==> config.mk <==
export PLATFORM = sky130hd
export DESIGN_NAME = index_sequencer
export DESIGN_NICKNAME = d
export VERILOG_FILES = /design/src/rtl/seq_pkg.sv /design/src/rtl/dwell_counter.sv /design/src/rtl/index_sequencer.sv
export SDC_FILE = /design/constraint.sdc
export NUM_CORES = 1
export LEC_CHECK = 0
export CAP_MARGIN = 10
export CORE_MARGIN = 2
export CORE_UTILIZATION = 40
export CTS_CLUSTER_SIZE = 16
export DETAILED_ROUTE_END_ITERATION = 8
export GPL_ROUTABILITY_DRIVEN = 1
export HOLD_SLACK_MARGIN = 0.06
export PLACE_DENSITY = 0.66
export SLEW_MARGIN = 20
export SYNTH_ARGS = -nofsm -noshare
export SYNTH_HDL_FRONTEND = slang
export SYNTH_HIERARCHICAL = 1
export SYNTH_SLANG_ARGS = --single-unit
==> constraint.sdc <==
create_clock -name i_clk -period 3.2 [get_ports i_clk]
set_input_delay 0.64 -clock i_clk [delete_from_list [all_inputs] [get_ports i_clk]]
set_output_delay 0.64 -clock i_clk [all_outputs]
set_load 0.005 [all_outputs]
==> src/rtl/seq_pkg.sv <==
// Shared types and helpers for index_sequencer.
// The DONE state is only present when SEQ_CONTINUOUS_EN is undefined.
package seq_pkg;

`ifdef SEQ_CONTINUOUS_EN
  typedef enum logic [1:0] {
    IDLE,
    RUN
  } state_t;
`else
  typedef enum logic [1:0] {
    IDLE,
    RUN,
    DONE
  } state_t;
`endif

  // The dwell counter needs $clog2(dwell) bits, but never fewer than 1.
  function automatic int unsigned dwell_width(input int unsigned dwell);
    int unsigned w;
    w = $clog2(dwell);
    return (w < 1) ? 1 : w;
  endfunction

endpackage

==> src/rtl/dwell_counter.sv <==
// Counts accepted cycles spent on one index.
// o_tc is high while the count sits at DWELL-1, and an enabled terminal count wraps to 0.
module dwell_counter #(
  parameter int unsigned DWELL = 4,
  parameter int unsigned W     = 2
) (
  input  logic i_clk,
  input  logic i_rst,
  input  logic i_en,
  input  logic i_clr,
  output logic o_tc
);

  localparam logic [W-1:0] LAST = W'(DWELL - 1);

  logic [W-1:0] cnt_q, cnt_d;

  always_comb begin
    cnt_d = cnt_q;
    if (i_clr) begin
      cnt_d = '0;
    end else if (i_en) begin
      cnt_d = (cnt_q == LAST) ? '0 : cnt_q + W'(1);
    end
  end

  always_ff @(posedge i_clk or posedge i_rst) begin
    if (i_rst) cnt_q <= '0;
    else       cnt_q <= cnt_d;
  end

  assign o_tc = (cnt_q == LAST);

endmodule

==> src/rtl/index_sequencer.sv <==
// Steps o_nkb through 0..BITS-1, holding each index for DWELL accepted cycles.
// Define SEQ_CONTINUOUS_EN to wrap the index and run until stopped instead of making a single pass.
module index_sequencer
  import seq_pkg::*;
#(
  parameter int unsigned BITS  = 9,
  parameter int unsigned DWELL = 4
) (
  input  logic            i_clk,
  input  logic            i_rst,
  input  logic            i_start,
  input  logic            i_stop,
  input  logic            i_ready,
  output logic [BITS-1:0] o_nkb,
  output logic            o_valid,
  output logic            o_busy,
  output logic            o_done
);

  localparam int unsigned   CW       = dwell_width(DWELL);
  localparam logic [BITS-1:0] LAST_IDX = BITS'(BITS - 1);

  state_t          state_q, state_d;
  logic [BITS-1:0] nkb_q, nkb_d;
  logic            valid_q, valid_d;
  logic            busy_q, busy_d;
  logic            done_q, done_d;
  logic            dwell_en, dwell_clr, dwell_tc;

  // The count only advances on accepted RUN cycles and is held at 0 elsewhere.
  assign dwell_en  = (state_q == RUN) && i_ready && !i_stop;
  assign dwell_clr = (state_q != RUN) || i_stop;

  dwell_counter #(
    .DWELL (DWELL),
    .W     (CW)
  ) u_dwell (
    .i_clk (i_clk),
    .i_rst (i_rst),
    .i_en  (dwell_en),
    .i_clr (dwell_clr),
    .o_tc  (dwell_tc)
  );

  always_comb begin
    state_d = state_q;
    nkb_d   = nkb_q;
    done_d  = 1'b0;
    case (state_q)
      IDLE: begin
        nkb_d = '0;
        if (i_start && !i_stop) state_d = RUN;
      end
      RUN: begin
        if (i_stop) begin
          state_d = IDLE;
          nkb_d   = '0;
        end else if (i_ready && dwell_tc) begin
          if (nkb_q < LAST_IDX) begin
            nkb_d = nkb_q + BITS'(1);
          end else begin
            nkb_d = '0;
`ifdef SEQ_CONTINUOUS_EN
            done_d = 1'b1;
`else
            state_d = DONE;
`endif
          end
        end
      end
`ifndef SEQ_CONTINUOUS_EN
      DONE: begin
        state_d = IDLE;
        nkb_d   = '0;
      end
`endif
      default: begin
        state_d = IDLE;
        nkb_d   = '0;
      end
    endcase
    // Outputs are derived from the next state so that they leave the flops aligned with it.
    valid_d = (state_d == RUN);
    busy_d  = (state_d == RUN);
`ifndef SEQ_CONTINUOUS_EN
    done_d  = (state_d == DONE);
`endif
  end

  always_ff @(posedge i_clk or posedge i_rst) begin
    if (i_rst) begin
      state_q <= IDLE;
      nkb_q   <= '0;
      valid_q <= 1'b0;
      busy_q  <= 1'b0;
      done_q  <= 1'b0;
    end else begin
      state_q <= state_d;
      nkb_q   <= nkb_d;
      valid_q <= valid_d;
      busy_q  <= busy_d;
      done_q  <= done_d;
    end
  end

  assign o_nkb   = nkb_q;
  assign o_valid = valid_q;
  assign o_busy  = busy_q;
  assign o_done  = done_q;

endmodule

# == After elaboration in Yosys (flattened, before gate mapping) ==
# Cells that the tools add are included.
# op_classes
addsub,2
n_lt_le_gt_ge,1
n_eq_ne,6
mux,12
n_reduce_logical,8
# ops
cell,count
9-bit two-way mux,4
2-bit two-way mux,7
9-bit by 1-bit adder with 9-bit output (second input constant),1
9-bit by 4-bit less-than comparator with 1-bit output (second input constant),1
2-bit by 1-bit == test with 1-bit output (second input constant),2
2-bit == test (second input constant),2
1-bit logical AND,4
2-bit case mux with 2 select lines,1
3-bit by 2-bit inequality test with 1-bit output (second input constant),1
2-bit by 1-bit adder with 2-bit output (second input constant),1
2-bit logical NOT,1
2-bit by 1-bit inequality test with 1-bit output (second input constant),1
2-bit nonzero test,1
1-bit logical NOT,1
1-bit logical OR,1
# totals
register_bits,15
input_bits,5
output_inout_bits,12
wordCells,34

# == Longest topological paths before layout ==
# Gate-level depths: netlist (run 1).
# logic_depth
word_depth,6
ltp_mapped,5
depth_no_buf,4

# == Modules after synthesis ==
# Netlist (run 1), hierarchy kept.
# modules_own_cells
mod,instances,cells_per_inst,area_per_inst_um2,seq_area_each_um2
index_sequencer,1,57,646.9,325.3
dwell_counter,1,9,103.8,50.0

# == Least setup slack after synthesis (run 1) ==
# Ideal clock, no wire load.
# synth_timing
path_type,input-to-reg
start,input port i_stop
end,register u_dwell.cnt_q[0]
setup_ps,73
t_arrival_ps,1867
required_time_ps,3127
setup_slack_ps,1260
path_stages,5
n_path_buf,1
path_cell_list,or3b_1 > buf_2 > nor2_1 > or3b_1 > a21oi_2
# synth_via
word_cells_on_any_way,5
classes_between,mux: 1; reduce/logical: 4
# synth_lines
item,line_no,text
"start, declared",index_sequencer.sv:12,"input logic i_stop,"
1-bit logical OR (*),index_sequencer.sv:32,assign dwell_clr = (state_q != RUN) || i_stop;
named net dwell_clr,index_sequencer.sv:28,"logic dwell_en, dwell_clr, dwell_tc;"
2-bit two-way mux or 2-bit nonzero test (tied branches),--,
"end signal, assigned",dwell_counter.sv:29,else cnt_q <= cnt_d;
"end, declared",dwell_counter.sv:16,"logic [W-1:0] cnt_q, cnt_d;"
# Mark *: on every way through the listed nets, which the timed path passes. The rest lies on a longest branch.
# A chain may end at the register's enable or synchronous reset.

# == Worst setup path after layout (run 1) ==
# layout_timing
start,input port i_stop
end,register u_dwell.cnt_q[0]
# layout_via
elab_chain_len,3
word_cells_on_any_way,5
classes_between,mux: 1; reduce/logical: 4
# layout_rtl
item,line_no,text
1-bit logical NOT,index_sequencer.sv:31,assign dwell_en = (state_q == RUN) && i_ready && !i_stop;
1-bit logical AND,index_sequencer.sv:31,
named net dwell_en,index_sequencer.sv:28,
2-bit nonzero test (no source line),--,
# The timed path passes the listed nets, and every way through them passes these cells.

==> results of run 1 <==
area by class of cell:
cell class | count | area, um2 | area share
inverters | 5 | 18.8 | 0.0196
multi-input cells | 43 | 340 | 0.355
clock buffers | 4 | 26.3 | 0.0274
flip-flops and latches | 15 | 375 | 0.391
repair buffers | 17 | 168 | 0.175
well taps | 25 | 31.3 | 0.0326
worst min-delay path by stage:
stage,startpoint,end,cells after the start
2_1_floorplan,i_rst,u_dwell/cnt_q[0]$_DFFE_PP0P_,1
3_3_place_gp,o_nkb[8]$_DFFE_PP0P_,o_nkb[8]$_DFFE_PP0P_,1
3_5_place_dp,o_nkb[8]$_DFFE_PP0P_,o_nkb[8]$_DFFE_PP0P_,1
4_1_cts,i_rst,u_dwell/cnt_q[1]$_DFFE_PP0P_,2
5_1_grt,i_rst,u_dwell/cnt_q[1]$_DFFE_PP0P_,2
6_report,i_rst,u_dwell/cnt_q[1]$_DFFE_PP0P_,2
power by group:
part	internal, mW	leakage [nW]	switching (mW)
clock network	0.0484	0.0150	0.0612
logic	0.0129	0.169	0.0118
registers	0.191	0.207	0.00215
total	0.253	0.391	0.0751
kinds of logic (layout without fill, tap and decap cells):
| logic type | Yosys count | count (layout) | synth area share |
|---|---|---|---|
| AOI/OAI and AO/OA | 12 | 12 | 0.167 |
| adders and majority gates | 2 | 2 | 0.0333 |
| buffers and inverters | 8 | 26 | 0.0467 |
| DFF | 15 | 15 | 0.500 |
| muxes | 1 | 1 | 0.0133 |
| and+or+nand+nor | 28 | 28 | 0.240 |
placed cells by master, fill, tap and decap left out:
master / netlist / routed
and3_1: 1 / 1
clkbuf_1: 1 / 1
o211ai_1: 1 / 1
a21oi_1: 3 / 3
nor4_4: 1 / 1
and4_1: 1 / 1
o2111ai_1: 1 / 1
nor2b_1: 3 / 3
a21oi_2: 2 / 2
and2_1: 4 / 4
nor2_1: 4 / 4
clkdlybuf4s50_1: 0 / 16
buf_4: 1 / 1
nand2b_1: 1 / 1
dfrtp_1: 15 / 15
mux2i_1: 1 / 1
ha_1: 2 / 2
clkbuf_4: 0 / 3
or3b_1: 2 / 2
inv_1: 5 / 5
a31oi_1: 1 / 1
nand4_1: 3 / 3
a211oi_1: 2 / 2
nand4b_1: 2 / 2
nor2_2: 1 / 1
a2111oi_4: 2 / 2
nand2_1: 5 / 5
critical path, stage by stage:
cell and delay (ps):
clkdlybuf4s50_1 500, or3b_1 400, buf_4 190, nor2_1 170, or3b_1 380, a21oi_2 130
sequential cells by signal (all words and copies together), names as in the netlist:
register	count
o_busy	1
o_done	1
state_q	2
u_dwell/cnt_q	2
o_nkb	9
metrics by stage:
step	setup WS, ps	total power, mW
after floorplan	1260	0.211
after global placement	762	0.222
after global routing	918	0.343
final	1000	0.328
after detailed placement	718	0.222
after CTS	1000	0.334
metal layers:
layer,global-route usage,vias up,wire length [um]
met2,0.219,13,604
met1,0.180,263,623
li1,-,277,-
met5,0,-,0
met3,0.0346,2,53
met4,0.0833,0,17
synthesized netlist by cell type (all sizes together):
master and n:
nand2b 1, a31oi 1, o2111ai 1, a21oi 5, inv 5, buf 2, nand4 3, and3 1
mux2i 1, nor2b 3, nor4 1, and4 1, a2111oi 2, ha 2, clkbuf 1, or3b 2
dfrtp 15, nand2 5, and2 4, o211ai 1, nand4b 2, nor2 5, a211oi 2
==> results.tsv, run 1 <==
metric	value	unit
hold_slack	518	ps
die_x	47.3	um
routabilityCongestion	0.831	
ys_seq_elements	15	
drtAntennaViolNets	0	
timing.fmax	455	MHz
period_share	0.687	
worst_slew_pin_slew	494	ps
period_minus_slack	2200	ps
postCtsSetupRepairBufs	0	
insertedDiodeCount	0	
rsz0062_at_grt	no	
rows	15	
rr_worst_depth	5	
path_max_fanout	14	
syn2layout_area_growth	27.8	%
tritoncts	done	
post-route-util	0.550	
worstPathRequired	3420	ps
dpl_cell_area	933	um2
first_pass_iters	2	
hpwl	965	um
tns	0	ps
num-fill-cells	160	
dp_cells	105	
setup_viol	0	
cts.path.max_buffers	2	
peakVddDrop	0.214	mV
cts.sinks	15	
core_area	1750	um2
powerDensity	341	nW/um2
cap_violations	0	
fin_skew	4.51	ps
track_usage	0.142	
synth.avg_cell_area	11.4	um2
wirelength	1300	um
antenna_found_initial	0	
r2r-end	u_dwell/cnt_q[0]$_DFFE_PP0P_	
via_count	555	
r2r_slack	1430	ps
crit_path_end_kind	flip-flop	
pin_count	17	
slew_headroom	0.670	
drc	0	
drt_iter0_drc	8	
hold_class	input port to async pin	
wl_per_cell	11.9	um
clk_latency	280	ps
grt_pass1_wl	2150	um
fin_area	960	um2
cts_hold_buf	0	
synth_area_leader_cell	dfrtp_1	
ys_seq_area_frac	0.500	
maxSlewViolCount	0	
finalHoldViolCount	0	
critPathLaunchType	input port	
via_per_inst	5.09	
synth_fp_nets	73	
port_buffers	16	
die_area	2240	um2
startpoint	i_stop	
numCtsBuffers	3	
cts_resized	0	
synth_top_area_share	0.500	
stdcell_count	109	
crit_path_end	u_dwell/cnt_q[0]$_DFFE_PP0P_	
layout.nets	92	
cts-root-buf	clkbuf_4	
netlist_top_cells_area	dfrtp_1 50%, a2111oi_4 7.3%, and2_1 3.3%	
drive_gt1_frac	0.119	
htreeDepth	1	
p_leak	0.391	nW
overflow	0	
die_h	47.3	um
initial_core_util	0.430	
ys_warn_count	6	
syn-cell-area	751	um2
rr_startpoint	state_q[0]$_DFF_PP0_	
syn_inst	66	
crit_arrival	2410	ps
clk_pin_slew	80	ps
grt_max_degree	15	
grt_pass1_vias	512	
crit_type	input port to flip-flop	
status	finished clean	
ys_types	26	
Power figures use the tool's default switching activity.
==> run 2, diff against run 1 <==
--- a/config.mk
+++ b/config.mk
@@ -12,7 +12,7 @@
 export DETAILED_ROUTE_END_ITERATION = 8
 export GPL_ROUTABILITY_DRIVEN = 1
 export HOLD_SLACK_MARGIN = 0.06
-export PLACE_DENSITY = 0.66
+export PLACE_DENSITY = 0.68
 export SLEW_MARGIN = 20
 export SYNTH_ARGS = -nofsm -noshare
 export SYNTH_HDL_FRONTEND = slang
==> constraint.sdc (replaced) <==
create_clock -name i_clk -period 1.8 [get_ports i_clk]
set_input_delay 0.36 -clock i_clk [delete_from_list [all_inputs] [get_ports i_clk]]
set_output_delay 0.36 -clock i_clk [all_outputs]
set_load 0.005 [all_outputs]
==> run 2 against run 1 <==
Against the previous run: register-to-register slack worse by 1200 ps; critical path type is now flip-flop to primary output; sequential cell count unchanged; sequential share of layout area shrank 1.5 points; worst setup slack got worse by 840 ps; final cell count grew 4.6%; via count rose by 1.1%; global-route usage grew 0.35 points; first-iteration DRC count shrank 75%; largest power group unchanged; sequential power up 78%; critical path depth fell by 5; clock-buffer cell count decreased by 1; non-clock buffer count up 5.
==> results.tsv, run 2 (same netlist as run 1, synthesis figures left out) <==
metric	value	unit	change
status	finished clean		
finalHoldViolCount	0		unchanged
grt_max_degree	14		-1
seqCellArea	375	um2	unchanged
die_area	2240	um2	unchanged
powerDensity	588	nW/um2	+72%
slew_headroom	0.669		-0.00143
first_pass_iters	4		+2
track_usage	0.146		+0.00349
drive_gt1_frac	0.180		+0.0607
core_area	1750	um2	unchanged
insertedDiodeCount	0		unchanged
drtAntennaViolNets	0		unchanged
post-route-util	0.572		+0.0222
die_x	47.3	um	unchanged
peakVddDrop	0.336	mV	+56%
overflow	0		unchanged
path_cells	clkdlybuf4s50_1		
routabilityCongestion	0.784		-5.7%
layout.nets	97		+5.4%
hold_slack	244	ps	-274 ps
wirelength	1390	um	+7.1%
slowest_stage	clkdlybuf4s50_1		
cts-root-buf	clkbuf_4		
cts.path.max_buffers	2		unchanged
numCtsBuffers	3		unchanged
p_leak	0.417	nW	+6.8%
path_max_fanout	5		-9
antenna_found_initial	0		unchanged
drc	0		unchanged
pin_count	17		unchanged
cpPeakStageDelay	540	ps	+40 ps
rsz0062_at_grt	no		
via_per_inst	4.92		-3.4%
drt_iter0_drc	2		-6
p_total	0.587	mW	+79%
cts.sinks	15		unchanged
wl_per_cell	12.2	um	+2.4%
final_common_cell	clkdlybuf4s50_1		
htreeDepth	1		unchanged
clk_latency	280	ps	about the same
layout_common_cells	16 x clkdlybuf4s50_1, 15 x dfrtp_1, 6 x buf_4		
setup_viol	0		unchanged
multi_input_area	340	um2	unchanged
hold_class	input port to async pin		
worstPathRequired	1440	ps	-1980 ps
grt_pass1_vias	517		+0.98%
crit_arrival	1280	ps	-1130 ps
clk_pin_slew	100	ps	+20 ps
fin_ws	160	ps	-843 ps
cap_violations	0		unchanged
worst_slew_pin_slew	496	ps	+2.15 ps
grt_pass1_wl	2280	um	+6.2%
cts_resized	0		unchanged
cp.buffers_inverters	1		-1
fin_skew	3.94	ps	-0.564 ps
cts_hold_buf	0		unchanged
crit_path_end_kind	primary output		
postCtsSetupRepairBufs	0		unchanged
tritoncts	done		
port_buffers	16		unchanged
period_share	0.911		
timing.fmax	610	MHz	
crit_family	buffers and inverters		
post-place-ws	-72.4	ps	-790 ps
hpwl	1080	um	+12%
largest_register_ffs	9		unchanged
syn2layout_area_growth	33.0	%	
period_minus_slack	1640	ps	
crit_type	flip-flop to primary output		
critPathLaunchType	flip-flop		
rows	15		unchanged
num-fill-cells	167		+4.4%
initial_core_util	0.430		unchanged
die_h	47.3	um	unchanged
maxSlewViolCount	0		unchanged
via_count	561		+1.1%
run 2: cell types whose count changed in the layout (fill, tap and decap cells not counted), sizes merged:
cell / delta
buf: +5
clkinv: +1
clkbuf: -1
run 2: through the flow:
stage	cell area (um2)	std cells	setup TNS, ps
floorplan	751	66	0
global placement	971	110	-33.3
detailed placement	971	110	-72.4
CTS	998	114	0
global route	998	114	0
finish	998	114	0
run 2: worst paths after layout:
path                            cells after the start                         start                      endpoint  slack, ps
worst max-delay path                                1          o_nkb[4]$_DFFE_PP0P_                      o_nkb[4]        160
worst min-delay path                                2                         i_rst  u_dwell/cnt_q[0]$_DFFE_PP0P_        240
worst max register to register                      4          state_q[0]$_DFF_PP0_  u_dwell/cnt_q[0]$_DFFE_PP0P_        230
worst min register to register                      2  u_dwell/cnt_q[1]$_DFFE_PP0P_  u_dwell/cnt_q[1]$_DFFE_PP0P_        540
max in group asynchronous                           2                         i_rst          o_nkb[8]$_DFFE_PP0P_       1050
min in group i_clk                                  2  u_dwell/cnt_q[1]$_DFFE_PP0P_  u_dwell/cnt_q[1]$_DFFE_PP0P_        540
run 2: layout make-up:
cell class                      instances  area share
Multi-Input combinational cell         43       0.341
Tap cell                               25      0.0313
Timing Repair Buffer                   22       0.206
Clock buffer                            3      0.0226
Sequential cell                        15       0.376
Inverter                                5      0.0188
Clock inverter                          1     0.00501
run 2: power breakdown:
part	switching (mW)	internal [mW]	total (mW)
sequential	0.00406	0.340	0.344
clock	0.114	0.0823	0.196
combinational	0.0219	0.0252	0.0472
run 2: metal layers:
metal	vias to the layer above	part of all wire	routed length, um	global-route usage
met2	13	0.48	669	0.227
met1	269	0.48	667	0.204
met5	-	0	0	0
met3	0	0.039	54	0.0346
li1	279	-	-	-
met4	0	0	0	0.0333
==> run 3, diff against run 2 <==
--- a/config.mk
+++ b/config.mk
@@ -10,8 +10,9 @@
 export CORE_UTILIZATION = 40
 export CTS_CLUSTER_SIZE = 16
 export DETAILED_ROUTE_END_ITERATION = 8
-export GPL_ROUTABILITY_DRIVEN = 1
-export HOLD_SLACK_MARGIN = 0.06
+export GPL_ROUTABILITY_DRIVEN = 0
+export GPL_TIMING_DRIVEN = 0
+export HOLD_SLACK_MARGIN = 0.08
 export PLACE_DENSITY = 0.68
 export SLEW_MARGIN = 20
 export SYNTH_ARGS = -nofsm -noshare
==> run 3 against run 2 <==
Against the previous run: clock skew down 3.5 ps; clock-buffer cell count unchanged; largest power group unchanged; non-clock buffer count down 4; sequential share of layout area up 1.3 points; critical path depth unchanged; highest routed layer unchanged; final cell count down 3.5%; maximum frequency about the same.
==> results.tsv, run 3 (same netlist as run 1, synthesis figures left out) <==
metric	value	unit	change
hold_class	input port to async pin		
overflow	0		unchanged
clk_latency	280	ps	about the same
hold_slack	243	ps	-1.32 ps
antenna_found_initial	0		unchanged
layout.nets	93		-4.1%
grt_max_degree	14		unchanged
cp.buffers_inverters	1		unchanged
pin_count	17		unchanged
pwr-share-seq	0.587		about the same
numCtsBuffers	3		unchanged
crit_family	buffers and inverters		
worstPathRequired	1440	ps	about the same
worst_slew_pin_slew	506	ps	+10.2 ps
r2r_slack	160	ps	-70 ps
initial_core_util	0.430		unchanged
setup_viol	0		unchanged
num-fill-cells	164		-1.8%
path_cells	clkdlybuf4s50_1		
final_common_cell	clkdlybuf4s50_1		
peakVddDrop	0.400	mV	+19%
multi_input_area	345	um2	+1.5%
rr_startpoint	state_q[1]$_DFF_PP0_		
htreeDepth	1		unchanged
largest_register_ffs	9		unchanged
via_count	554		-1.2%
pwr-share-comb	0.078		-0.002
p_leak	0.395	nW	-5.4%
cpPeakStageDelay	540	ps	about the same
core_area	1750	um2	unchanged
fin_skew	0.409	ps	-3.53 ps
rows	15		unchanged
cts-root-buf	clkbuf_4		
critPathLaunchType	flip-flop		
powerDensity	604	nW/um2	+2.6%
die_area	2240	um2	unchanged
die_h	47.3	um	unchanged
status	finished clean		
via_per_inst	5.04		+2.3%
maxSlewViolCount	0		unchanged
syn2layout_area_growth	29.3	%	
drtAntennaViolNets	0		unchanged
hpwl	992	um	-7.8%
p_sw_frac	0.239		+0.000553
wirelength	1340	um	-3.3%
cts.path.max_buffers	2		unchanged
crit_type	flip-flop to primary output		
rr_worst_depth	4		unchanged
grt_pass1_vias	536		+3.7%
r2r-end	u_dwell/cnt_q[0]$_DFFE_PP0P_		
p_total	0.586	mW	-0.20%
rsz0062_at_grt	no		
cap_violations	0		unchanged
path_max_fanout	5		unchanged
drc	0		unchanged
grt_pass1_wl	2340	um	+2.7%
seqCellArea	378	um2	+0.67%
finalHoldViolCount	0		unchanged
slew_headroom	0.662		-0.00681
cts_hold_buf	0		unchanged
track_usage	0.149		+0.00382
cts.sinks	15		unchanged
crit_path_end_kind	primary output		
first_pass_iters	4		unchanged
slowest_stage	clkdlybuf4s50_1		
p_int	0.446	mW	-0.27%
port_buffers	16		unchanged
wl_per_cell	12.2	um	+0.21%
layout_common_cells	15 x clkdlybuf4s50_1, 13 x dfrtp_1, 5 x inv_1, 5 x nand2_1, 4 x and2_1		
timing.fmax	609	MHz	about the same
tritoncts	done		
drt_iter0_drc	9		+7
crit_arrival	1280	ps	about the same
period_share	0.912		about the same
clockPowerShare	0.335		about the same
drive_gt1_frac	0.176		-0.00330
insertedDiodeCount	0		unchanged
die_x	47.3	um	unchanged
period_minus_slack	1640	ps	+1.14 ps
p_switching	0.140	mW	about the same
clk_pin_slew	100	ps	about the same
==> run 3: worst max-delay path by stage <==
stage,slack [ps],depth (start not counted),startpoint,end
after global placement,-520,6,i_stop,u_dwell/cnt_q[0]$_DFFE_PP0P_
after CTS,20,5,state_q[1]$_DFF_PP0_,u_dwell/cnt_q[0]$_DFFE_PP0P_
after detailed placement,-520,6,i_stop,u_dwell/cnt_q[0]$_DFFE_PP0P_
after global routing,60,4,state_q[1]$_DFF_PP0_,u_dwell/cnt_q[0]$_DFFE_PP0P_
final,160,1,o_nkb[4]$_DFFE_PP0P_,o_nkb[4]
after floorplan,80,5,state_q[0]$_DFF_PP0_,u_dwell/cnt_q[0]$_DFFE_PP0P_
==> run 3: through the flow <==
stage	setup slack, ps	cells	setup TNS, ps	utilization	instance area, um2
2_1_floorplan	77.1	66	0	-	751
3_3_place_gp	-517	107	-873	0.540	942
4_1_cts	20.3	111	0	0.558	975
3_5_place_dp	-519	107	-928	0.540	942
6_report	158	110	0	0.556	971
5_1_grt	64.6	110	0	0.556	971
==> run 3: power groups by stage <==
stage | Combinational [mW] | Clock [mW] | Sequential [mW]
2_1_floorplan | 0.0249 | 0 | 0.350
3_3_place_gp | 0.0463 | 0 | 0.350
3_5_place_dp | 0.0476 | 0 | 0.351
4_1_cts | 0.0485 | 0.205 | 0.344
5_1_grt | 0.0511 | 0.221 | 0.345
6_report | 0.0457 | 0.196 | 0.344
==> run 3: final cells by class <==
type / count / area share
flip-flops and latches: 15 / 0.389
repair buffers: 16 / 0.164
clock buffers: 3 / 0.0232
inverters: 5 / 0.0193
plain buffers: 2 / 0.0116
clock inverters: 1 / 0.00515
multi-input cells: 43 / 0.356
well taps: 25 / 0.0322
==> run 3: what timing repair did <==
| action | 4_1_cts | 5_1_grt |
|---|---|---|
| resized for setup | 4 | 1 |
| setup buffers | 0 | 0 |
| pin swaps | 0 | 0 |
| setup endpoints to repair | 2 | 1 |
==> run 3: metal layers <==
layer  routed length [um]  vias to the layer above  global-route usage
met1                  615                      269               0.194
met4                    0                        0              0.0500
met3                   54                        0              0.0346
met2                  674                       11               0.243
li1                     -                      274                   -
met5                    0                        -                   0
